$ cat config.mk
export PLATFORM = sky130hd
export DESIGN_NAME = txfifo_axis_reader
export DESIGN_NICKNAME = d
export VERILOG_FILES = /design/src/rtl/txfifo_axis_reader.sv
export SDC_FILE = /design/constraint.sdc
export NUM_CORES = 1
export LEC_CHECK = 0
export ABC_AREA = 1
export BUFFER_PORTS_ARGS = -buffer_cell sky130_fd_sc_hd__buf_2
export CORE_UTILIZATION = 51
export CTS_CLUSTER_DIAMETER = 200
export CTS_CLUSTER_SIZE = 28
export DETAILED_ROUTE_END_ITERATION = 7
export GPL_TIMING_DRIVEN = 0
export HOLD_SLACK_MARGIN = 0.08
export PLACE_DENSITY = 0.74
export SLEW_MARGIN = 15
export SYNTH_ARGS = -nofsm -noshare
export SYNTH_HDL_FRONTEND = slang
export SYNTH_SLANG_ARGS = --single-unit
$ cat constraint.sdc
create_clock -name rdclk -period 1.9 [get_ports rdclk]
set_input_delay 0.19 -clock rdclk [delete_from_list [all_inputs] [get_ports rdclk]]
set_output_delay 0.19 -clock rdclk [all_outputs]
set_load 0.005 [all_outputs]
$ cat src/rtl/txfifo_axis_reader.sv
// Transmit-path drain engine: reads a byte length from the control FIFO, then streams the
// matching 64-bit data beats out as an AXI-Stream master through a two-entry buffer.
module txfifo_axis_reader #(
  parameter int unsigned WIDTH = 64,
  parameter int unsigned LENW  = 16
) (
  input  logic               rdclk,
  input  logic               reset_,
  input  logic               ctl_rdempty,
  output logic               ctl_rden,
  input  logic [LENW-1:0]    ctl_dataout,
  input  logic               rdempty,
  output logic               rden,
  input  logic [WIDTH-1:0]   dataout,
  output logic               m_tvalid,
  input  logic               m_tready,
  output logic [WIDTH-1:0]   m_tdata,
  output logic [WIDTH/8-1:0] m_tkeep,
  output logic               m_tlast,
  output logic               pkt_done,
  output logic               len_err,
  output logic               busy
);

  localparam int unsigned KeepW = WIDTH / 8;
  localparam int unsigned CntW  = 13;

  typedef enum logic [1:0] {StIdle, StLen, StStream} state_e;

  state_e            state_q, state_d;
  logic [CntW-1:0]   rd_rem_q, rd_rem_d;
  logic [CntW-1:0]   out_rem_q, out_rem_d;
  logic [2:0]        len_lo_q, len_lo_d;
  logic              inflight_q;
  logic [WIDTH-1:0]  buf_q [2];
  logic              wr_ptr_q, rd_ptr_q;
  logic [1:0]        occ_q;

  logic              pop;
  logic [2:0]        fill_level;
  logic [LENW:0]     len_plus;
  logic [CntW-1:0]   beats;
  logic [KeepW-1:0]  keep_last;

  assign len_plus   = {1'b0, ctl_dataout} + (LENW + 1)'(7);
  assign beats      = CntW'(len_plus >> 3);
  // Slots already spoken for: buffered beats plus the read whose data lands this cycle.
  assign fill_level = {1'b0, occ_q} + {2'b00, inflight_q};

  assign busy      = (state_q != StIdle);
  assign m_tvalid  = (state_q == StStream) && (occ_q != 2'd0);
  assign pop       = m_tvalid && m_tready;
  assign m_tlast   = m_tvalid && (out_rem_q == CntW'(1));
  assign m_tdata   = m_tvalid ? buf_q[rd_ptr_q] : '0;
  assign keep_last = (len_lo_q == 3'd0) ? {KeepW{1'b1}}
                                        : {KeepW{1'b1}} >> (4'd8 - {1'b0, len_lo_q});

  always_comb begin
    m_tkeep = '0;
    if (m_tvalid) begin
      m_tkeep = m_tlast ? keep_last : {KeepW{1'b1}};
    end
  end

  always_comb begin
    state_d   = state_q;
    rd_rem_d  = rd_rem_q;
    out_rem_d = out_rem_q;
    len_lo_d  = len_lo_q;
    ctl_rden  = 1'b0;
    rden      = 1'b0;
    len_err   = 1'b0;
    pkt_done  = 1'b0;
    case (state_q)
      StIdle: begin
        if (!ctl_rdempty) begin
          ctl_rden = 1'b1;
          state_d  = StLen;
        end
      end
      StLen: begin
        len_lo_d = ctl_dataout[2:0];
        if (ctl_dataout == '0) begin
          len_err = 1'b1;
          state_d = StIdle;
        end else begin
          rd_rem_d  = beats;
          out_rem_d = beats;
          state_d   = StStream;
        end
      end
      StStream: begin
        // Never let buffered + in-flight words exceed the two buffer slots.
        rden = (rd_rem_q != '0) && !rdempty && (fill_level < (3'd2 + {2'b00, pop}));
        if (rden) begin
          rd_rem_d = rd_rem_q - CntW'(1);
        end
        if (pop) begin
          out_rem_d = out_rem_q - CntW'(1);
          if (m_tlast) begin
            pkt_done = 1'b1;
            state_d  = StIdle;
          end
        end
      end
      default: state_d = StIdle;
    endcase
  end

  always_ff @(posedge rdclk or negedge reset_) begin
    if (!reset_) begin
      state_q   <= StIdle;
      rd_rem_q  <= '0;
      out_rem_q <= '0;
      len_lo_q  <= '0;
    end else begin
      state_q   <= state_d;
      rd_rem_q  <= rd_rem_d;
      out_rem_q <= out_rem_d;
      len_lo_q  <= len_lo_d;
    end
  end

  always_ff @(posedge rdclk or negedge reset_) begin
    if (!reset_) begin
      inflight_q <= 1'b0;
      buf_q[0]   <= '0;
      buf_q[1]   <= '0;
      wr_ptr_q   <= 1'b0;
      rd_ptr_q   <= 1'b0;
      occ_q      <= 2'd0;
    end else begin
      inflight_q <= rden;
      if (inflight_q) begin
        buf_q[wr_ptr_q] <= dataout;
        wr_ptr_q        <= ~wr_ptr_q;
      end
      if (pop) begin
        rd_ptr_q <= ~rd_ptr_q;
      end
      occ_q <= occ_q + {1'b0, inflight_q} - {1'b0, pop};
    end
  end

endmodule
==> After elaboration in Yosys (flattened, before gate mapping) <==
Cells that the tools add are included.
Widths: inputs -> output; s select.
{ "word_totals": {"regBits": 164, "word_cells": 80, "inputBits": 85} }
{ "classes": {"eq_ne": 8, "addsub": 8, "n_bitwise": 4, "n_reduce_logical": 17, "n_shift": 1, "n_lt_le_gt_ge": 4, "muxes": 28} }
{ "ops": {"columns": ["op", "n"], "rows": [
  ["$mux 64", 5],
  ["$bwmux 128", 1],
  ["$demux 64 s1", 1],
  ["$pmux 13 s2", 2],
  ["$mux 13", 3],
  ["$sub 13x1->13 const B", 2],
  ["$mux 8", 3],
  ["$add 16x3->16 const B", 1],
  ["$logic_not 16->1", 1],
  ["$eq 13x1->1 const B", 1],
  ["$reduce_bool 13->1", 1],
  ["$reduce_and 3->1", 3],
  ["$mux 1", 8],
  ["$mux 2", 4],
  ["$ne 2x2->1 const B", 4],
  ["$shr 8x4->8 const A", 1],
  ["$logic_and 1x1->1", 6],
  ["$pmux 2 s3", 1],
  ["$reduce_bool 2->1", 3],
  ["$ge 2x2->1 const B", 2],
  ["$not 1->2", 2],
  ["$sub 4x3->4 const A", 1],
  ["$add 2x1->3", 1],
  ["$add 2x1->3 const A", 1],
  ["11 further kinds", 12]
]} }

==> Logic depth before layout (Yosys ltp) <==
Gate-level depths: netlist of the first run.
{ "depth": {"depth_word": 8, "mapped_depth": 12, "depth_no_buf": 11} }

==> Worst setup path before layout of the first run <==
OpenSTA, ideal clock, no wires.
{ "synth_timing": {"path_type": "reg-to-reg", "start": "register state_q[0]", "end": "register occ_q[1]", "setup_time_ps": 129, "n_path_buf": 1, "t_arrival_ps": 1747, "slack_ps": 25, "stages_incl_launch_ff": 13, "required_ps": 1771, "cell_sequence": "dfrtp_1 -> inv_1 -> ha_1 -> buf_4 -> nand2_4 -> inv_4 -> nand2_4 -> inv_1 -> ha_1 -> inv_1 -> ha_1 -> xnor2_1 -> xor2_1"} }
{ "synth_via": {"elab_chain_len": 4} }
{ "synth_rtl": {"columns": ["item", "line_no", "source"], "rows": [
  ["start, declared", "30", "state_e state_q, state_d;"],
  ["start signal, assigned", "112", "state_q <= StIdle;"],
  ["start signal, assigned", "117", "state_q <= state_d;"],
  ["$eq 2x2->1", "51", "assign m_tvalid = (state_q == StStream) && (occ_q != 2'd0);"],
  ["$logic_and 1x1->1", "51", null],
  ["$logic_and 1x1->1", "52", "assign pop = m_tvalid && m_tready;"],
  ["named net pop", "39", "logic pop;"],
  ["$sub 2x1->2", "141", "occ_q <= occ_q + {1'b0, inflight_q} - {1'b0, pop};"],
  ["end signal, assigned", "141", null],
  ["end, declared", "37", "logic [1:0] occ_q;"]
]} }
The timed path passes the listed nets, and every way through them passes these cells.
A chain may end at the register's enable or synchronous reset.

==> Worst setup path in the final report of the first run <==
{ "layout_timing": {"start": "register state_q[0]", "end": "output m_tdata[15]"} }
{ "layout_via": {"elab_chain_len": 3} }
{ "layout_rtl": {"columns": ["item", "line_no", "source"], "rows": [
  ["$eq 2x2->1", "51", null],
  ["$logic_and 1x1->1", "51", null],
  ["$mux 64", "54", "assign m_tdata = m_tvalid ? buf_q[rd_ptr_q] : '0;"],
  ["end, declared", "17", "output logic [WIDTH-1:0] m_tdata,"]
]} }
No other way between the ends.

==> impl_metrics.py, run 1 <==
metrics = {
    "sta": {
        "worst_clock_skew_ns": 0.0110,
        "setup-violations-final": 76,
        "worst_pin_slew_ns": 0.623,
        "fin_crit_sh_pct": 115,
        "fin_crit_ns": 2.19,
        "timing.final.hold_violations": 0,
        "drv_slew": 0,
        "setup_slack_ns": -0.294,
        "fmax_mhz": 456,
        "maxSlewHeadroom_pct": 58.5,
        "rsz0062_at_grt": "yes",
        "setup_tns_ns": -13.96,
    },
    "pwr": {
        "peakVddDrop_mv": 0.867,
        "power.leakage_uw": 0.00731,
        "cellPowerDensity_nw_per_um2": 1650,
        "finalPower_uw": 21300,
    },
    "critical_path": {
        "arrival_ns": 2.00,
        "worstPathMaxFanout": 5,
        "r2r_slack_ns": 0,
        "critPathCaptureType": "output pin",
        "cp_data_required_time_ns": 1.71,
        "crit_end": "m_tdata[15]",
        "worstReg2RegStart": "state_q[0]$_DFFE_PN0P_",
        "critPathLaunchType": "register",
        "path_class": "register to output pin",
        "reg2reg_to": "out_rem_q[9]$_DFFE_PN0P_",
        "r2r_cells": 11,
        "crit_start": "state_q[0]$_DFFE_PN0P_",
    },
    "grt": {
        "first_global_vias": 8344,
        "grt_antenna_before_repair": 0,
        "overflow": 0,
        "grt_use_total_pct": 27.9,
        "grt_max_degree": 86,
        "grt_pass1_wl_mm": 39.7,
    },
    "drt": {
        "highest_layer": "met4",
        "drc": 0,
        "postRouteAntennaNets": 0,
        "vias_per_cell": 5.19,
        "met2_length_mm": 13.9,
        "wirelength_mm": 27.6,
        "drt-initial-drc-count": 775,
        "wl_met1_mm": 11.3,
        "wl_per_cell_microns": 15.3,
        "dr_total_vias": 9354,
        "drt_pass1_iterations": 7,
        "dr_wl_met3_mm": 1.69,
    },
    "logic_synthesis": {
        "ys_seq_area_share_pct": 45.9,
        "ys_ff_latch": 164,
        "syn-num-nets": 1377,
        "synth_warnings": 0,
        "synth_cells": 1278,
        "syn_avg_cell_area_sq_um": 7.00,
        "syn_area_sq_um": 8950,
        "yosysUniqueCellTypes": 37,
    },
    "die": {
        "core_sq_um": 17200,
        "initial_core_util_pct": 51.9,
        "placementRows": 48,
        "dieArea_sq_um": 18100,
        "die_h_microns": 134,
        "die_w_microns": 134,
        "num_io_pins": 164,
    },
    "final_layout": {
        "antenna_cells": 0,
        "final_common_cell": "nand2_1",
        "layout_common_cells": "nand2_1 (469), dfrtp_1 (164), o21ai_0 (153)",
        "drive_above_1_share_pct": 28.7,
        "fill_cells": 1212,
        "areaGrowthSynthToFinish_pct": 44.1,
        "regArea_sq_um": 4100,
        "multi_input_area_sq_um": 4500,
        "nNetsFinal": 1663,
        "finalNonFillerCells": 1801,
    },
    "placement": {
        "pre_cts_slack_ns": -0.203,
        "gp_congestion": 0.880,
        "dpl.hpwl_mm": 16.2,
        "portBuffers": 163,
        "dp.cells": 1667,
    },
    "worst_hold_path": {
        "worst_hold_path_type": "primary input to register",
        "min_from": "m_tready",
    },
    "cts": {
        "cts_tree": "done",
        "htreeDepth": 4,
        "path_clk_slew_ns": 0.06,
        "clock_path_buffers": 2,
        "cts_buffers": 17,
        "clock_sinks": 164,
        "clock_latency_ns": 0.44,
        "cts-root-buf": "clkbuf_16",
    },
    "flow_run": {
        "drv_cap": 0,
    },
    "outcome": {
        "violations": "negative setup slack",
        "status": "complete, but fails checks",
    },
}
worst min-delay path by stage:
stage	cells past startpoint	to	slack, ns
global route	5	out_rem_q[5]$_DFFE_PN0P_	0.21
finish	4	rd_ptr_q$_DFFE_PN0P_	0.20
global placement	3	buf_q[66]$_DFFE_PN0P_	0.46
detailed placement	1	buf_q[80]$_DFFE_PN0P_	0.21
floorplan	0	buf_q[0]$_DFFE_PN0P_	-0.11
CTS	4	inflight_q$_DFF_PN0_	0.09
layout make-up:
type / count / share of cell area [%]
multi-input combinational: 872 / 34.9
sequential: 164 / 31.8
timing repair buffer: 270 / 17.6
inverter: 184 / 5.56
clock buffer: 20 / 3.62
buffer: 55 / 2.96
tap: 225 / 2.18
clock inverter: 11 / 1.33
cell families (layout without fill, tap and decap cells):
kind of cell | Yosys count | in the layout | synth area share [%]
xor+xnor | 8 | 8 | 0.783
simple gates | 670 | 670 | 30.3
fa+ha+maj | 14 | 14 | 1.96
compound gates | 180 | 180 | 10.4
buf+inv | 242 | 540 | 10.8
flops | 164 | 164 | 45.9
routing by layer:
metal / vias up / track usage [%]
li1: 4473 / -
met1: 4437 / 36.5
met2: 380 / 46.5
met3: 64 / 4.69
met4: 0 / 10.9
met5: - / 0
flip-flops by register name, summed over array words and instances, names as in the netlist:
register,flops
inflight_q,1
out_rem_q,13
occ_q,2
rd_ptr_q,1
rd_rem_q,13
wr_ptr_q,1
len_lo_q,3
buf_q,128
state_q,2
through the flow:
step                area (sq um)  hold WS, ns  util, %
CTS                        11800       0.0887     68.4
floorplan                   8950       -0.106        -
detailed placement         10100        0.213     58.5
global route               12900        0.210     74.8
global placement           10000        0.463     58.3
finish                     12900        0.202     74.8
worst max-delay path, cell delays in order, from the launching register on:
cell	delay (ns)
dfrtp_1	0.41
inv_2	0.07
ha_4	0.19
nand2_8	0.08
clkinv_8	0.06
buf_12	0.14
clkbuf_16	0.17
clkbuf_16	0.17
nand2_2	0.08
inv_1	0.06
buf_2	0.13
synthesized netlist by cell type:
master	number	area share, %
nand2_4	3	0.38
buf_2	12	0.67
a31o_2	1	0.098
nand3b_1	1	0.084
clkbuf_1	33	1.4
inv_1	181	7.6
a21oi_1	12	0.67
nand3_1	37	2.1
nor2_1	52	2.2
o21bai_1	1	0.084
a31oi_1	3	0.21
ha_1	14	2.0
inv_4	1	0.070
or2_2	1	0.070
nor3_4	1	0.18
buf_6	3	0.38
nor3_1	2	0.11
o21ai_1	4	0.22
xor2_1	3	0.29
nand2_1	548	23
buf_4	1	0.084
nand4_1	4	0.28
nor2_2	4	0.28
o22ai_1	1	0.070
a41oi_1	1	0.098
nor4_1	1	0.070
buf_1	8	0.34
dfrtp_1	164	46
a21boi_0	3	0.25
xnor2_1	5	0.49
buf_8	1	0.17
nand3_2	3	0.34
nor2_4	6	0.75
inv_2	2	0.084
o21ai_0	153	8.6
nand2_2	7	0.49
a21oi_2	1	0.098
power by group:
part	total (uW)	switching [uW]	internal, uW
combinational	11100	6450	4680
sequential	6440	1180	5260
clock	3760	1450	2310
total	21300	9090	12200
repair_timing:
item / in CTS / in global routing
hold buffers: 69 / 0
pin swaps: 15 / 21
gates resized for setup: 72 / 262
setup endpoints to repair: 78 / 114
cloned: 0 / 9
buffers inserted: 17 / 14
hold endpoints to repair: 208 / 0
(Power assumes the default switching activity.)
==> run 2, diff against run 1 <==
--- a/config.mk
+++ b/config.mk
@@ -8,4 +8,5 @@
 export ABC_AREA = 1
 export BUFFER_PORTS_ARGS = -buffer_cell sky130_fd_sc_hd__buf_2
+export CORE_ASPECT_RATIO = 0.75
 export CORE_UTILIZATION = 51
 export CTS_CLUSTER_DIAMETER = 200
==> constraint.sdc (replaced) <==
create_clock -name rdclk -period 1.9 [get_ports rdclk]
set_input_delay 0.095 -clock rdclk [delete_from_list [all_inputs] [get_ports rdclk]]
set_output_delay 0.095 -clock rdclk [all_outputs]
set_load 0.005 [all_outputs]
==> impl_metrics.py, run 2 (synthesized netlist as in run 1, its figures left out) <==
metrics = {
    "sta": {
        "rsz0062_at_grt": "yes",
        "setup_slack_ns": -0.130,
        "timing.final.hold_violations": 0,
        "maxSlewHeadroom_pct": 61.4,
        "fin_crit_ns": 2.03,
        "fin_crit_sh_pct": 107,
        "whs_ns": 0.127,
        "fmax_mhz": 493,
        "worst_pin_slew_ns": 0.579,
        "setup-violations-final": 75,
        "drv_slew": 0,
        "worst_clock_skew_ns": 0.00963,
    },
    "grt": {
        "overflow": 0,
        "grt_max_degree": 99,
        "grt_pass1_wl_mm": 41.1,
        "grt_use_total_pct": 28.9,
        "first_global_vias": 8493,
        "grt_antenna_before_repair": 0,
    },
    "cts": {
        "path_clk_slew_ns": 0.07,
        "clock_sinks": 164,
        "cts-root-buf": "clkbuf_16",
        "clock_latency_ns": 0.43,
        "cts_tree": "done",
        "clock_path_buffers": 2,
        "cts_buffers": 17,
        "htreeDepth": 4,
    },
    "outcome": {
        "status": "complete, but fails checks",
        "violations": "negative setup slack",
    },
    "critical_path": {
        "worstPathMaxFanout": 5,
        "arrival_ns": 1.93,
        "critPathLaunchType": "register",
        "path_class": "register to output pin",
        "critPathCaptureType": "output pin",
        "cp_data_required_time_ns": 1.80,
    },
    "final_layout": {
        "largest_register_ffs": 128,
        "top_regs": "buf_q: 128 flops, out_rem_q: 13 flops, rd_rem_q: 13 flops",
        "multi_input_area_sq_um": 4520,
        "layout_common_cells": "nand2_1 (479), dfrtp_1 (163), o21ai_0 (152)",
        "final_common_cell": "nand2_1",
        "top_register": "buf_q",
        "finalNonFillerCells": 1822,
        "drive_above_1_share_pct": 29.0,
        "areaGrowthSynthToFinish_pct": 44.7,
        "fin_util_pct": 76.3,
        "nNetsFinal": 1674,
        "antenna_cells": 0,
        "regArea_sq_um": 4110,
        "fill_cells": 1187,
    },
    "drt": {
        "drt-initial-drc-count": 866,
        "postRouteAntennaNets": 0,
        "wirelength_mm": 28.2,
        "vias_per_cell": 5.17,
        "dr_total_vias": 9425,
        "drt_pass1_iterations": 6,
        "drc": 0,
        "wl_per_cell_microns": 15.5,
    },
    "die": {
        "die_h_microns": 117,
        "num_io_pins": 164,
        "dieArea_sq_um": 18100,
        "placementRows": 41,
        "initial_core_util_pct": 52.7,
        "core_sq_um": 17000,
        "die_w_microns": 155,
    },
    "placement": {
        "gp_congestion": 0.903,
        "portBuffers": 163,
        "dpl.hpwl_mm": 16.6,
        "dp.cells": 1678,
    },
    "pwr": {
        "p_comb_share_pct": 54.2,
        "power.leakage_uw": 0.00738,
        "p_int_uw": 12200,
        "peakVddDrop_mv": 0.782,
        "p_sw_share_pct": 43.4,
        "cellPowerDensity_nw_per_um2": 1660,
        "clkPwrFrac_pct": 15.9,
        "p_sw_uw": 9310,
        "pwr-share-seq_pct": 29.9,
    },
    "worst_hold_path": {
        "worst_hold_path_type": "primary input to register",
    },
    "flow_run": {
        "drv_cap": 0,
    },
}
## run 2: changes by cell type in the layout (fill, tap and decap cells not counted), sizes merged
cell and delta:
clkinvlp +1, clkinv +2, clkbuf +1, bufinv -2
buf +8
## run 2: path summary, 6_finish.rpt
path | to | cells after the start | slack [ns] | from
worst max-delay path | m_tdata[34] | 10 | -0.13 | state_q[0]$_DFFE_PN0P_
worst min register to register | buf_q[118]$_DFFE_PN0P_ | 2 | 0.48 | buf_q[118]$_DFFE_PN0P_
max in group asynchronous | buf_q[21]$_DFFE_PN0P_ | 3 | 0.84 | reset_
worst min-delay path | inflight_q$_DFF_PN0_ | 5 | 0.13 | rdempty
worst max register to register | occ_q[1]$_DFF_PN0_ | 13 | -0.12 | state_q[0]$_DFFE_PN0P_
min in group asynchronous | rd_rem_q[2]$_DFFE_PN0P_ | 2 | 0.20 | reset_
## run 2: worst max-delay path: stages (launching register included)
cell       delay, ns
dfrtp_1         0.39
inv_2           0.07
ha_4            0.19
nand2_8         0.09
clkinv_8        0.06
buf_12          0.14
clkbuf_16       0.17
clkbuf_16       0.17
nand2_4         0.06
inv_2           0.04
buf_6           0.10
## run 2: power groups by stage
stage | sequential, uW | clock [uW] | combinational, uW
after floorplan | 6100 | 0 | 5500
after global placement | 6290 | 0 | 7450
after detailed placement | 6350 | 0 | 7650
after CTS | 6320 | 3420 | 8340
after global routing | 6610 | 3550 | 12800
final | 6420 | 3410 | 11600
## run 2: stage by stage
stage	setup slack, ns	power [uW]	area [sq um]	setup TNS [ns]
finish	-0.130	21500	12900	-6.57
global route	-0.252	23000	12900	-10.98
CTS	-0.0935	18100	11700	-2.59
detailed placement	-0.199	14000	10100	-2.17
global placement	-1.81	13700	10100	-295.48
floorplan	0.0248	11600	8950	0
## run 2: layer usage
metal	up-vias	share of wire [%]	GRT usage [%]
met4	0	2.8	11.5
met2	401	47	44.7
met5	-	0	0
li1	4499	-	-
met1	4448	43	41.3
met3	77	7.0	4.34
## run 2: area by class of cell
type                       instances  share of cell area [%]
sequential                       164                    31.7
clock buffer                      18                    3.39
multi-input combinational        872                    34.9
timing repair buffer             279                    18.0
buffer                            57                    3.19
inverter                         184                    5.53
clock inverter                    12                    1.01
tap                              236                    2.28
## run 2: what timing repair did
action | 4_1_cts | 5_1_grt
gates cloned | 0 | 11
hold endpoints to repair | 199 | 0
setup buffers | 16 | 22
hold buffers | 69 | 0
pin swaps | 13 | 17
resized for setup | 53 | 289
endpoints found under the setup margin | 81 | 111
==> run 3, diff against run 2 <==
Settings changed: PLACE_DENSITY 0.74 to 0.84.
==> impl_metrics.py, run 3 (synthesized netlist as in run 1, its figures left out) <==
metrics = {
    "sta": {
        "timing.final.hold_violations": 0,
        "worst_pin_slew_ns": 0.576,
        "worst_clock_skew_ns": 0.0131,
        "fin_crit_sh_pct": 107,
        "fin_crit_ns": 2.04,
        "drv_slew": 0,
        "fmax_mhz": 490,
        "maxSlewHeadroom_pct": 61.6,
        "rsz0062_at_grt": "yes",
        "setup_slack_ns": -0.142,
        "setup-violations-final": 60,
    },
    "drt": {
        "met2_length_mm": 12.0,
        "wl_met1_mm": 12.0,
        "wirelength_mm": 26.3,
        "vias_per_cell": 5.13,
        "postRouteAntennaNets": 0,
        "highest_layer": "met4",
        "drt_pass1_iterations": 6,
        "dr_wl_met3_mm": 1.90,
        "drc": 0,
        "drt-initial-drc-count": 1025,
        "dr_total_vias": 9268,
        "wl_per_cell_microns": 14.6,
    },
    "final_layout": {
        "largest_register_ffs": 128,
        "top_regs": "buf_q: 128 flops, out_rem_q: 13 flops, rd_rem_q: 13 flops",
        "final_common_cell": "nand2_1",
        "top_register": "buf_q",
        "areaGrowthSynthToFinish_pct": 35.6,
        "layout_common_cells": "nand2_1 (530), buf_2 (167), inv_1 (165)",
        "design_area_sq_um": 12100,
        "drive_above_1_share_pct": 21.1,
        "nNetsFinal": 1657,
        "antenna_cells": 0,
    },
    "die": {
        "core_sq_um": 17000,
        "die_w_microns": 155,
        "die_h_microns": 117,
        "initial_core_util_pct": 52.7,
        "placementRows": 41,
        "num_io_pins": 164,
        "dieArea_sq_um": 18100,
    },
    "critical_path": {
        "critPathCaptureType": "output pin",
        "cp_slowest_stage_delay_ns": 0.41,
        "arrival_ns": 1.95,
        "cp_data_required_time_ns": 1.80,
        "path_class": "register to output pin",
        "r2r_cells": 11,
        "r2r_slack_ns": 0,
        "worstReg2RegStart": "state_q[1]$_DFFE_PN0P_",
        "crit_start": "state_q[0]$_DFFE_PN0P_",
        "crit_path_top_delay_cell": "dfrtp_1",
        "cp_cell_sequence": "inv_2, ha_4, nand2_8, clkinv_8, buf_6, buf_12, clkbuf_16, nand2_1, inv_1, buf_2",
        "worstPathMaxFanout": 6,
        "reg2reg_to": "occ_q[1]$_DFF_PN0_",
        "critPathLaunchType": "register",
    },
    "grt": {
        "grt_use_total_pct": 28.1,
        "overflow": 0,
        "grt_pass1_wl_mm": 40.2,
        "grt_antenna_before_repair": 0,
        "grt_max_degree": 95,
        "first_global_vias": 8436,
    },
    "flow_run": {
        "drv_cap": 0,
    },
    "placement": {
        "gp_congestion": 0.936,
        "pre_cts_slack_ns": -0.180,
        "dpl.hpwl_mm": 16.6,
        "portBuffers": 163,
        "placed_area_sq_um": 10100,
    },
    "pwr": {
        "power.leakage_uw": 0.00704,
        "peakVddDrop_mv": 0.813,
        "cellPowerDensity_nw_per_um2": 1600,
    },
    "cts": {
        "clock_latency_ns": 0.42,
        "path_clk_slew_ns": 0.07,
        "cts_buffers": 17,
        "htreeDepth": 4,
        "clock_path_buffers": 2,
        "clock_sinks": 164,
        "cts_tree": "done",
        "cts-root-buf": "clkbuf_16",
    },
    "worst_hold_path": {
        "worst_hold_path_type": "primary input to register",
        "min_from": "ctl_dataout[4]",
        "whs_path_depth": 5,
        "hold_end": "out_rem_q[1]$_DFFE_PN0P_",
    },
    "outcome": {
        "status": "complete, but fails checks",
        "violations": "negative setup slack",
    },
}
[run 3: layer usage]
metal / GRT usage, % / up-vias
met5: 0 / -
met4: 7.52 / 0
met3: 3.82 / 47
met2: 45.6 / 423
met1: 40.0 / 4333
li1: - / 4465
[run 3: through the flow]
step,hold WS [ns],util [%],cells,total power (uW),setup TNS [ns]
2_1_floorplan,-0.201,-,1278,11600,0
4_1_cts,0.167,68.3,1789,18100,-2.47
3_3_place_gp,0.368,59.2,1677,13700,-293.18
3_5_place_dp,0.102,59.5,1678,14000,-0.581
5_1_grt,0.205,71.5,1806,20900,-9.95
6_report,0.177,71.5,1806,19400,-5.85
[run 3: area by class of cell]
class	count	area, sq um
inverters	184	706
repair buffers	262	1970
clock buffers	18	429
multi-input cells	872	4100
flip-flops and latches	164	4100
plain buffers	57	367
clock inverters	13	165
well taps	236	295
fillers	1296	4850
[run 3: power breakdown]
group          total (uW)  internal [uW]  switching, uW  leakage [uW]
Clock                3540           1990           1550      0.000290
Sequential           6390           5250           1140       0.00186
Combinational        9470           3890           5570       0.00489
[run 3: worst max-delay path: cells and delay by family, from the launching register on]
kind / cells / cell delay [ns]
fa+ha+maj: 1 / 0.20
buf+inv: 7 / 0.77
flops: 1 / 0.41
simple gates: 2 / 0.14
[run 3: repair_timing]
item,4_1_cts,5_1_grt
gates cloned,0,8
setup buffers,9,10
pin swaps,9,9
hold buffers,71,0
gates resized for setup,43,82
hold endpoints to repair,205,0
endpoints found under the setup margin,78,84
[run 3: how the worst max path moves through the flow]
stage / end
2_1_floorplan: occ_q[1]$_DFF_PN0_
3_3_place_gp: buf_q[111]$_DFFE_PN0P_
3_5_place_dp: occ_q[1]$_DFF_PN0_
4_1_cts: m_tkeep[0]
5_1_grt: m_tkeep[0]
6_report: m_tdata[37]
